### src/rtl/mc_pkg.sv
// Shared encodings for the multi-cycle MIPS control unit: opcodes, states,
// datapath select codes and the bundled control-output struct.
package mc_pkg;

  localparam logic [5:0] OP_ADD  = 6'b000000;
  localparam logic [5:0] OP_SUB  = 6'b000001;
  localparam logic [5:0] OP_ADDI = 6'b000010;
  localparam logic [5:0] OP_OR   = 6'b010000;
  localparam logic [5:0] OP_AND  = 6'b010001;
  localparam logic [5:0] OP_ORI  = 6'b010010;
  localparam logic [5:0] OP_SLL  = 6'b011000;
  localparam logic [5:0] OP_SLT  = 6'b100110;
  localparam logic [5:0] OP_SW   = 6'b110000;
  localparam logic [5:0] OP_LW   = 6'b110001;
  localparam logic [5:0] OP_BEQ  = 6'b110100;
  localparam logic [5:0] OP_BNE  = 6'b110101;
  localparam logic [5:0] OP_J    = 6'b111000;
  localparam logic [5:0] OP_JR   = 6'b111001;
  localparam logic [5:0] OP_JAL  = 6'b111010;
  localparam logic [5:0] OP_HALT = 6'b111111;

  typedef enum logic [2:0] {
    S_IF     = 3'b000,
    S_ID     = 3'b001,
    S_EXE_LS = 3'b010,
    S_MEM    = 3'b011,
    S_WB_LD  = 3'b100,
    S_EXE_BR = 3'b101,
    S_EXE_AL = 3'b110,
    S_WB_AL  = 3'b111
  } state_t;

  localparam logic [1:0] PC_NEXT   = 2'b00;
  localparam logic [1:0] PC_BRANCH = 2'b01;
  localparam logic [1:0] PC_RS     = 2'b10;
  localparam logic [1:0] PC_JUMP   = 2'b11;

  localparam logic [2:0] ALU_ADD = 3'b000;
  localparam logic [2:0] ALU_SUB = 3'b001;
  localparam logic [2:0] ALU_SLL = 3'b010;
  localparam logic [2:0] ALU_OR  = 3'b011;
  localparam logic [2:0] ALU_AND = 3'b100;
  localparam logic [2:0] ALU_SLT = 3'b101;

  localparam logic [1:0] RD_RA = 2'b00;
  localparam logic [1:0] RD_RT = 2'b01;
  localparam logic [1:0] RD_RD = 2'b10;

  typedef struct packed {
    logic       pc_wre;
    logic [1:0] pc_src;
    logic       ir_wre;
    logic       ins_mem_rw;
    logic       ext_sel;
    logic       alu_src_a;
    logic       alu_src_b;
    logic [2:0] alu_op;
    logic [1:0] reg_dst;
    logic       reg_wre;
    logic       wr_reg_d_src;
    logic       db_data_src;
    logic       m_rd;
    logic       m_wr;
  } ctrl_t;

  function automatic logic is_alu(input logic [5:0] op);
    return op inside {OP_ADD, OP_SUB, OP_ADDI, OP_OR, OP_AND, OP_ORI, OP_SLL, OP_SLT};
  endfunction

  function automatic logic [2:0] alu_fn(input logic [5:0] op);
    case (op)
      OP_SUB:        return ALU_SUB;
      OP_SLL:        return ALU_SLL;
      OP_OR, OP_ORI: return ALU_OR;
      OP_AND:        return ALU_AND;
      OP_SLT:        return ALU_SLT;
      default:       return ALU_ADD;
    endcase
  endfunction

endpackage

### src/rtl/mc_decode.sv
// Combinational control decode from (state, op, zero).
// MC_JAL_EN: when defined, jal completes in ID and links into $31.
module mc_decode
  import mc_pkg::*;
(
  input  state_t     state,
  input  logic [5:0] op,
  input  logic       zero,
  output ctrl_t      ctrl
);

  logic imm;
  assign imm = (op == OP_ADDI) || (op == OP_ORI);

  always_comb begin
    ctrl = '0;
    case (state)
      S_IF: begin
        ctrl.ir_wre     = 1'b1;
        ctrl.ins_mem_rw = 1'b1;
      end
      S_ID: begin
        // Jumps and unknown opcodes retire here; multi-cycle ops and halt do not.
        if (!(is_alu(op) || op inside {OP_SW, OP_LW, OP_BEQ, OP_BNE, OP_HALT}))
          ctrl.pc_wre = 1'b1;
        case (op)
          OP_J:  ctrl.pc_src = PC_JUMP;
          OP_JR: ctrl.pc_src = PC_RS;
`ifdef MC_JAL_EN
          OP_JAL: begin
            ctrl.pc_src       = PC_JUMP;
            ctrl.reg_wre      = 1'b1;
            ctrl.reg_dst      = RD_RA;
            ctrl.wr_reg_d_src = 1'b0;
          end
`endif
          default: ctrl.pc_src = PC_NEXT;
        endcase
      end
      S_EXE_AL, S_WB_AL: begin
        ctrl.alu_src_b = imm;
        ctrl.alu_src_a = (op == OP_SLL);
        ctrl.ext_sel   = (op != OP_ORI);
        ctrl.alu_op    = alu_fn(op);
        ctrl.reg_dst   = imm ? RD_RT : RD_RD;
        if (state == S_WB_AL) begin
          ctrl.reg_wre      = 1'b1;
          ctrl.wr_reg_d_src = 1'b1;
          ctrl.pc_wre       = 1'b1;
        end
      end
      S_EXE_LS: begin
        ctrl.alu_src_b = 1'b1;
        ctrl.ext_sel   = 1'b1;
        ctrl.alu_op    = ALU_ADD;
      end
      S_MEM: begin
        ctrl.m_wr   = (op == OP_SW);
        ctrl.m_rd   = (op == OP_LW);
        ctrl.pc_wre = (op == OP_SW);
      end
      S_WB_LD: begin
        ctrl.db_data_src  = 1'b1;
        ctrl.reg_dst      = RD_RT;
        ctrl.reg_wre      = 1'b1;
        ctrl.wr_reg_d_src = 1'b1;
        ctrl.pc_wre       = 1'b1;
      end
      S_EXE_BR: begin
        ctrl.alu_op  = ALU_SUB;
        ctrl.ext_sel = 1'b1;
        ctrl.pc_wre  = 1'b1;
        if ((op == OP_BEQ && zero) || (op == OP_BNE && !zero))
          ctrl.pc_src = PC_BRANCH;
      end
      default: ctrl = '0;
    endcase
  end

endmodule

### src/rtl/mc_control_unit.sv
// Multi-cycle MIPS control sequencer: state register, next-state logic and
// retired-instruction counter around the mc_decode output decoder.
module mc_control_unit
  import mc_pkg::*;
#(
  parameter int CNT_W = 32
) (
  input  logic             clk,
  input  logic             reset,
  input  logic [5:0]       op,
  input  logic             zero,
  output logic             PCWre,
  output logic [1:0]       PCSrc,
  output logic             IRWre,
  output logic             InsMemRW,
  output logic             ExtSel,
  output logic             ALUSrcA,
  output logic             ALUSrcB,
  output logic [2:0]       ALUOp,
  output logic [1:0]       RegDst,
  output logic             RegWre,
  output logic             WrRegDSrc,
  output logic             DBDataSrc,
  output logic             mRD,
  output logic             mWR,
  output logic [2:0]       state,
  output logic [CNT_W-1:0] retired
);

  state_t state_q, state_d;
  ctrl_t  ctrl;

  mc_decode u_decode (
    .state (state_q),
    .op    (op),
    .zero  (zero),
    .ctrl  (ctrl)
  );

  always_ff @(posedge clk or negedge reset)
    if (!reset) state_q <= S_IF;
    else        state_q <= state_d;

  always_comb begin
    state_d = state_q;
    case (state_q)
      S_IF: state_d = S_ID;
      S_ID: begin
        if (is_alu(op))                      state_d = S_EXE_AL;
        else if (op inside {OP_BEQ, OP_BNE}) state_d = S_EXE_BR;
        else if (op inside {OP_SW, OP_LW})   state_d = S_EXE_LS;
        else if (op == OP_HALT)              state_d = S_ID;
        else                                 state_d = S_IF;
      end
      S_EXE_AL: state_d = S_WB_AL;
      S_EXE_LS: state_d = S_MEM;
      S_MEM:    state_d = (op == OP_LW) ? S_WB_LD : S_IF;
      default:  state_d = S_IF;
    endcase
  end

  always_ff @(posedge clk or negedge reset)
    if (!reset)           retired <= '0;
    else if (ctrl.pc_wre) retired <= retired + CNT_W'(1);

  assign state     = state_q;
  assign PCWre     = ctrl.pc_wre;
  assign PCSrc     = ctrl.pc_src;
  assign IRWre     = ctrl.ir_wre;
  assign InsMemRW  = ctrl.ins_mem_rw;
  assign ExtSel    = ctrl.ext_sel;
  assign ALUSrcA   = ctrl.alu_src_a;
  assign ALUSrcB   = ctrl.alu_src_b;
  assign ALUOp     = ctrl.alu_op;
  assign RegDst    = ctrl.reg_dst;
  assign RegWre    = ctrl.reg_wre;
  assign WrRegDSrc = ctrl.wr_reg_d_src;
  assign DBDataSrc = ctrl.db_data_src;
  assign mRD       = ctrl.m_rd;
  assign mWR       = ctrl.m_wr;

endmodule

### config.mk
export PLATFORM = sky130hd
export DESIGN_NAME = mc_control_unit
export DESIGN_NICKNAME = d
export VERILOG_FILES = /design/src/rtl/mc_pkg.sv /design/src/rtl/mc_decode.sv /design/src/rtl/mc_control_unit.sv
export SDC_FILE = /design/constraint.sdc
export NUM_CORES = 1
export LEC_CHECK = 0
export ABC_AREA = 1
export CAP_MARGIN = 20
export CORE_ASPECT_RATIO = 0.8
export CORE_MARGIN = 2
export CORE_UTILIZATION = 52
export CTS_BUF_LIST = sky130_fd_sc_hd__clkbuf_2
export DETAILED_ROUTE_END_ITERATION = 7
export PLACE_DENSITY = 0.83
export SYNTH_ARGS = -nofsm -noshare
export SYNTH_HDL_FRONTEND = slang
export SYNTH_SLANG_ARGS = --single-unit
### constraint.sdc
create_clock -name clk -period 1.8 [get_ports clk]
set_input_delay 0.36 -clock clk [delete_from_list [all_inputs] [get_ports clk]]
set_output_delay 0.36 -clock clk [all_outputs]
set_load 0.01 [all_outputs]
* Word-level counts from Yosys, hierarchy flattened
Index checks and enable logic that the tools add are counted.
** Operators by class
- Add/subtract/negate cells :: 1
- Equality and inequality tests :: 22
- Mux-type cells :: 23
- Reductions and logical operators :: 16
** Operators with widths (number)
- $eq 6x6->1 const B :: 8
- $add 32x1->32 const B :: 1
- $pmux 3 s5 :: 2
- $eq 6x5->1 const B :: 4
- $eq 3x3->1 const B :: 4
- $mux 2 :: 5
- $mux 3 :: 3
- $pmux 2 s2 :: 2
- $pmux 4 s2 :: 1
- $reduce_bool 8->1 :: 1
- $reduce_or 2->1 :: 4
- $eq 3x2->1 const B :: 2
- $eq 6x1->1 const B :: 1
- $eq 6x2->1 const B :: 1
- $logic_not 6->1 :: 1
- $mux 1 :: 6
- $ne 6x5->1 const B :: 1
- $pmux 3 s2 :: 1
- $reduce_bool 5->1 :: 1
- $pmux 1 s2 :: 2
- $pmux 1 s4 :: 1
- $reduce_bool 2->1 :: 2
- $eq 3x1->1 const B :: 1
- $logic_not 3->1 :: 1
- 3 further kinds :: 6
** Storage, ports and cells
- Register bits after elaboration :: 35
- Input port bits :: 9
- Output and inout bits :: 53
- Word-level logic and storage cells :: 64

* Longest topological paths before layout
- Word-level depth :: 6
- Mapped depth :: 11
- Depth with buffers taken out :: 10

* Cells and area by module
Synthesis repeated with hierarchy kept, for this count alone.
** Unflattened totals
- Cells, all modules :: 366
- Area total of the unflattened synthesis :: 2573.7 µm²
** Modules (own cells, without submodules)
- mc_control_unit :: times used 1, cells each 280, area an instance 2130.8 µm², seq. area each 875.8 µm²
- mc_decode :: times used 1, cells each 86, area an instance 442.9 µm², seq. area each 0.0 µm²

* Worst setup path after synthesis
Ideal clock, no wire load.
- Path type :: flip-flop to output port
- From :: reg state_q[2], in the netlist state[2]
- To :: out PCWre
- Arrival :: 1.329 ns
- Data required time :: 1.440 ns
- Setup slack :: 0.111 ns
- Cell stages (with the launch flop) :: 9
- Buffers on the path :: 1
- Cell sequence :: dfrtp_1 inv_2 nand2_1 nor2_2 nand2_1 nor2_2 nand3_4 nand2_4 buf_6
** On the way
- Longest elaborated chain between the ends :: 3
- Elaborated cells on any way between the ends :: 10
- Those cells by class :: eq/ne: 6; mux: 2; reduce/logical: 2
** Ends and longest elaborated chain
- start, declared :: RTL line mc_control_unit.sv:30 : state_t state_q, state_d;
- start signal, assigned :: RTL line mc_control_unit.sv:42 : else state_q <= state_d;
- $eq 3x3->1 (on tied branches) :: RTL line mc_decode.sv:17, mc_decode.sv:46
- $mux 1, or another cell as far along :: RTL line mc_decode.sv:46 : if (state == S_WB_AL) begin
- $pmux 1 s4 * :: RTL line mc_decode.sv:17 : case (state)
- end, declared :: RTL line mc_control_unit.sv:12 : output logic PCWre,
Mark *: on every way between the ends. The rest lies on a longest branch, timed or not.

* Worst setup path after layout
Ends and elaborated chain as after synthesis.

==> impl_metrics.tcl <==
set metrics [dict create \
    dpl_cell_area_um2 3590 \
    p_leak_nw 2.22 \
    overflow 0 \
    cts_tree "yes" \
    r2r_end "retired[7]" \
    nets 592 \
    slowest_delay_ns 0.45 \
    fin_crit_ns 2.16 \
    use_met3_pct 7.48 \
    hold_path.class "in2async" \
    ys_ff_latch 35 \
    path_cells "inv_2, buf_12, nand4_1, nor3_2, buf_4, nor2_4, nand2_4, buf_6" \
    dr.first_iter.drc_count 297 \
    report.final.setup_viol 46 \
    cts-root-buf "clkbuf_2" \
    violations "negative setup slack" \
    rsz0062_at_grt "yes" \
    comb_power_share_pct 54.6 \
    r2r_start "state[2]" \
    synthMuxAreaShare_pct 0 \
    grt_use_met2_pct 53.4 \
    grt_max_degree 36 \
    clk_pin_slew_ns 0.24 \
    finalNonFillerCells 645 \
    seqPwrFrac_pct 28.9 \
    synthAdderAreaFrac_pct 0.470 \
    core_um2 4980 \
    intPower_w 0.00188 \
    ant_nets 0 \
    fmax_ghz 0.463 \
    die_h_um 68.0 \
    final_cell_area_um2 4190 \
    clock-skew-final_ns 0.0522 \
    cts-buffers-inserted 5 \
    worstPathRequired_ns 1.44 \
    firstDrtPassIters 5 \
    crit_path_end_kind "output pin" \
    cts.sinks 35 \
    dpl.cell_count 582 \
    synth-xor-area-share_pct 5.26 \
    port_buffers 61 \
    crit_family "simple AND/OR/NAND/NOR gates" \
    worst_slack_ns -0.361 \
    dp_hpwl_um 6290 \
    h-tree-depth 2 \
    final_common_cell "nand2_1" \
    finalCritPeriodShare_pct 120 \
    top_usage_layer "met2" \
    io_pins 62 \
    crit_path_max_fanout 3 \
    n_fill_cell 322 \
    synth_cell_types 24 \
    crit_slowest_cell "dfrtp_1" \
    grt_pass1_wl_um 14500 \
    grt_use_met1_pct 42.2 \
    r2r_slack_ns -0.14 \
    totalPowerFinal_w 0.00329 \
    clockBufferDepth 2 \
    area_growth_pct 57.1 \
    p_clk_share_pct 16.5 \
    wirelength_um 9930 \
    start_util_pct 53.5 \
    antenna_found_initial 0 \
    syn_inst 430 \
    maxCapViolCount 0 \
    hold_ws_ns 0.321 \
    worst_setup_path_start_kind "register" \
    viasPerCell 5.50 \
    avgSynthCellArea_um2 6.19 \
    maxSlewViolCount 0 \
    rows 23 \
    clock_latency_ns 0.41 \
    ys_seq_area_share_pct 32.9 \
    switching_power_w 0.00141 \
    arrival_ns 1.80 \
    final_cell_mix "nand2_1 (184), buf_4 (88), nor2_1 (62)" \
    vias 3546 \
    pre_cts_ws_ns -0.799 \
    outcome "complete, but fails checks" \
    slew_headroom_pct 69.7 \
    synth_compound_area_share_pct 1.36 \
    drive_gt1_share_pct 30.4 \
    gp_congestion 0.950 \
    syn_nets 440 \
    wire_per_inst_um 15.4 \
    cp.buffers_inverters 4 \
    gr-usage-all-layers_pct 32.0 \
    n_antenna_cell 0 \
    remaining_drc_errors 0 \
    ir_worst_vdd_mv 1.32 \
    r2r_cells 10 \
    synth_edf_count 0 \
    grt_pass1_vias 3064 \
    synth_top_family_by_area "simple AND/OR/NAND/NOR gates" \
    syn-cell-area_um2 2660 \
    die_x_um 84.0 \
    die-area_um2 5710 \
    path_class "reg2out" \
    hold_viol 0 \
    ys_async_sr_fraction_pct 100 \
    synthSimpleGateAreaFrac_pct 53.2 \
    ys_warn_count 0 \
    switching_share_pct 42.9 \
    worst_pin_slew_ns 0.454 \
    p_per_area_nw_per_um2 785 \
    synthFlopType "dfrtp_1" \
]
==> per-layer routing <==
metal  up-vias  wire length (um)
met2       207              4700
met5         -                 0
met4         0               262
met3        36               944
met1      1663              4020
li1       1640                 -
==> cell type report <==
cell class | instances | area (um^2) | area share [%]
clock buffers | 5 | 25.0 | 0.598
well taps | 62 | 77.6 | 1.85
clock inverters | 3 | 43.8 | 1.05
repair buffers | 157 | 1310 | 31.4
multi-input cells | 357 | 1730 | 41.3
inverters | 26 | 100 | 2.39
flip-flops and latches | 35 | 896 | 21.4
==> power groups by stage <==
| stage | combinational (W) | clock [W] | sequential, W |
|---|---|---|---|
| after detailed placement | 0.00136 | 0 | 0.000981 |
| final | 0.00179 | 0.000542 | 0.000951 |
| after floorplan | 0.000759 | 0 | 0.00100 |
| after global placement | 0.00135 | 0 | 0.000981 |
| after global routing | 0.00190 | 0.000579 | 0.000958 |
| after CTS | 0.00154 | 0.000534 | 0.000958 |
==> worst max path at each step <==
stage | from | to | slack [ns] | cells after the start
2_1_floorplan | state[2] | PCWre | 0.11 | 8
3_3_place_gp | op[3] | ALUOp[0] | -0.75 | 10
3_5_place_dp | op[3] | ALUOp[0] | -0.80 | 10
4_1_cts | state[2] | PCWre | -0.26 | 8
5_1_grt | state[2] | PCSrc[0] | -0.43 | 7
6_report | state[2] | PCWre | -0.36 | 8
==> cell usage after synthesis (all sizes together) (2+ instances only) <==
cell    instances  area share [%]
nand3b         15             4.2
xnor2           5             1.6
a21oi           3            0.56
buf            12             3.1
nor3            5             1.1
xor2           11             3.6
nand3          41             8.2
inv            26             3.7
nor2           75              11
nand4           2            0.47
dfrtp          35              33
nand2         195              28
==> per-stage QoR <==
| stage | TNS, ns | utilization (%) |
|---|---|---|
| 2_1_floorplan | 0 | - |
| 3_3_place_gp | -19.77 | 72.1 |
| 3_5_place_dp | -20.87 | 72.1 |
| 4_1_cts | -1.81 | 78.3 |
| 5_1_grt | -7.52 | 84.1 |
| 6_report | -4.62 | 84.1 |
==> registers in the layout, indices dropped and copies added (netlist names) <==
register,count
retired,32
state,3
==> cell families after synthesis <==
kind of cell             after synthesis
adder cells (fa/ha/maj)                1
flip-flops                            35
AND/OR/NAND/NOR                      334
buffers and inverters                 38
XOR/XNOR                              16
AO/OA/AOI/OAI                          6
==> what timing repair did <==
action | 4_1_cts | 5_1_grt
pin swaps | 11 | 14
resized for setup | 129 | 30
buffers inserted | 28 | 33
endpoints found under the setup margin | 49 | 70
hold buffers | 0 | 0
No activity file was read; power rests on OpenSTA's default activity.
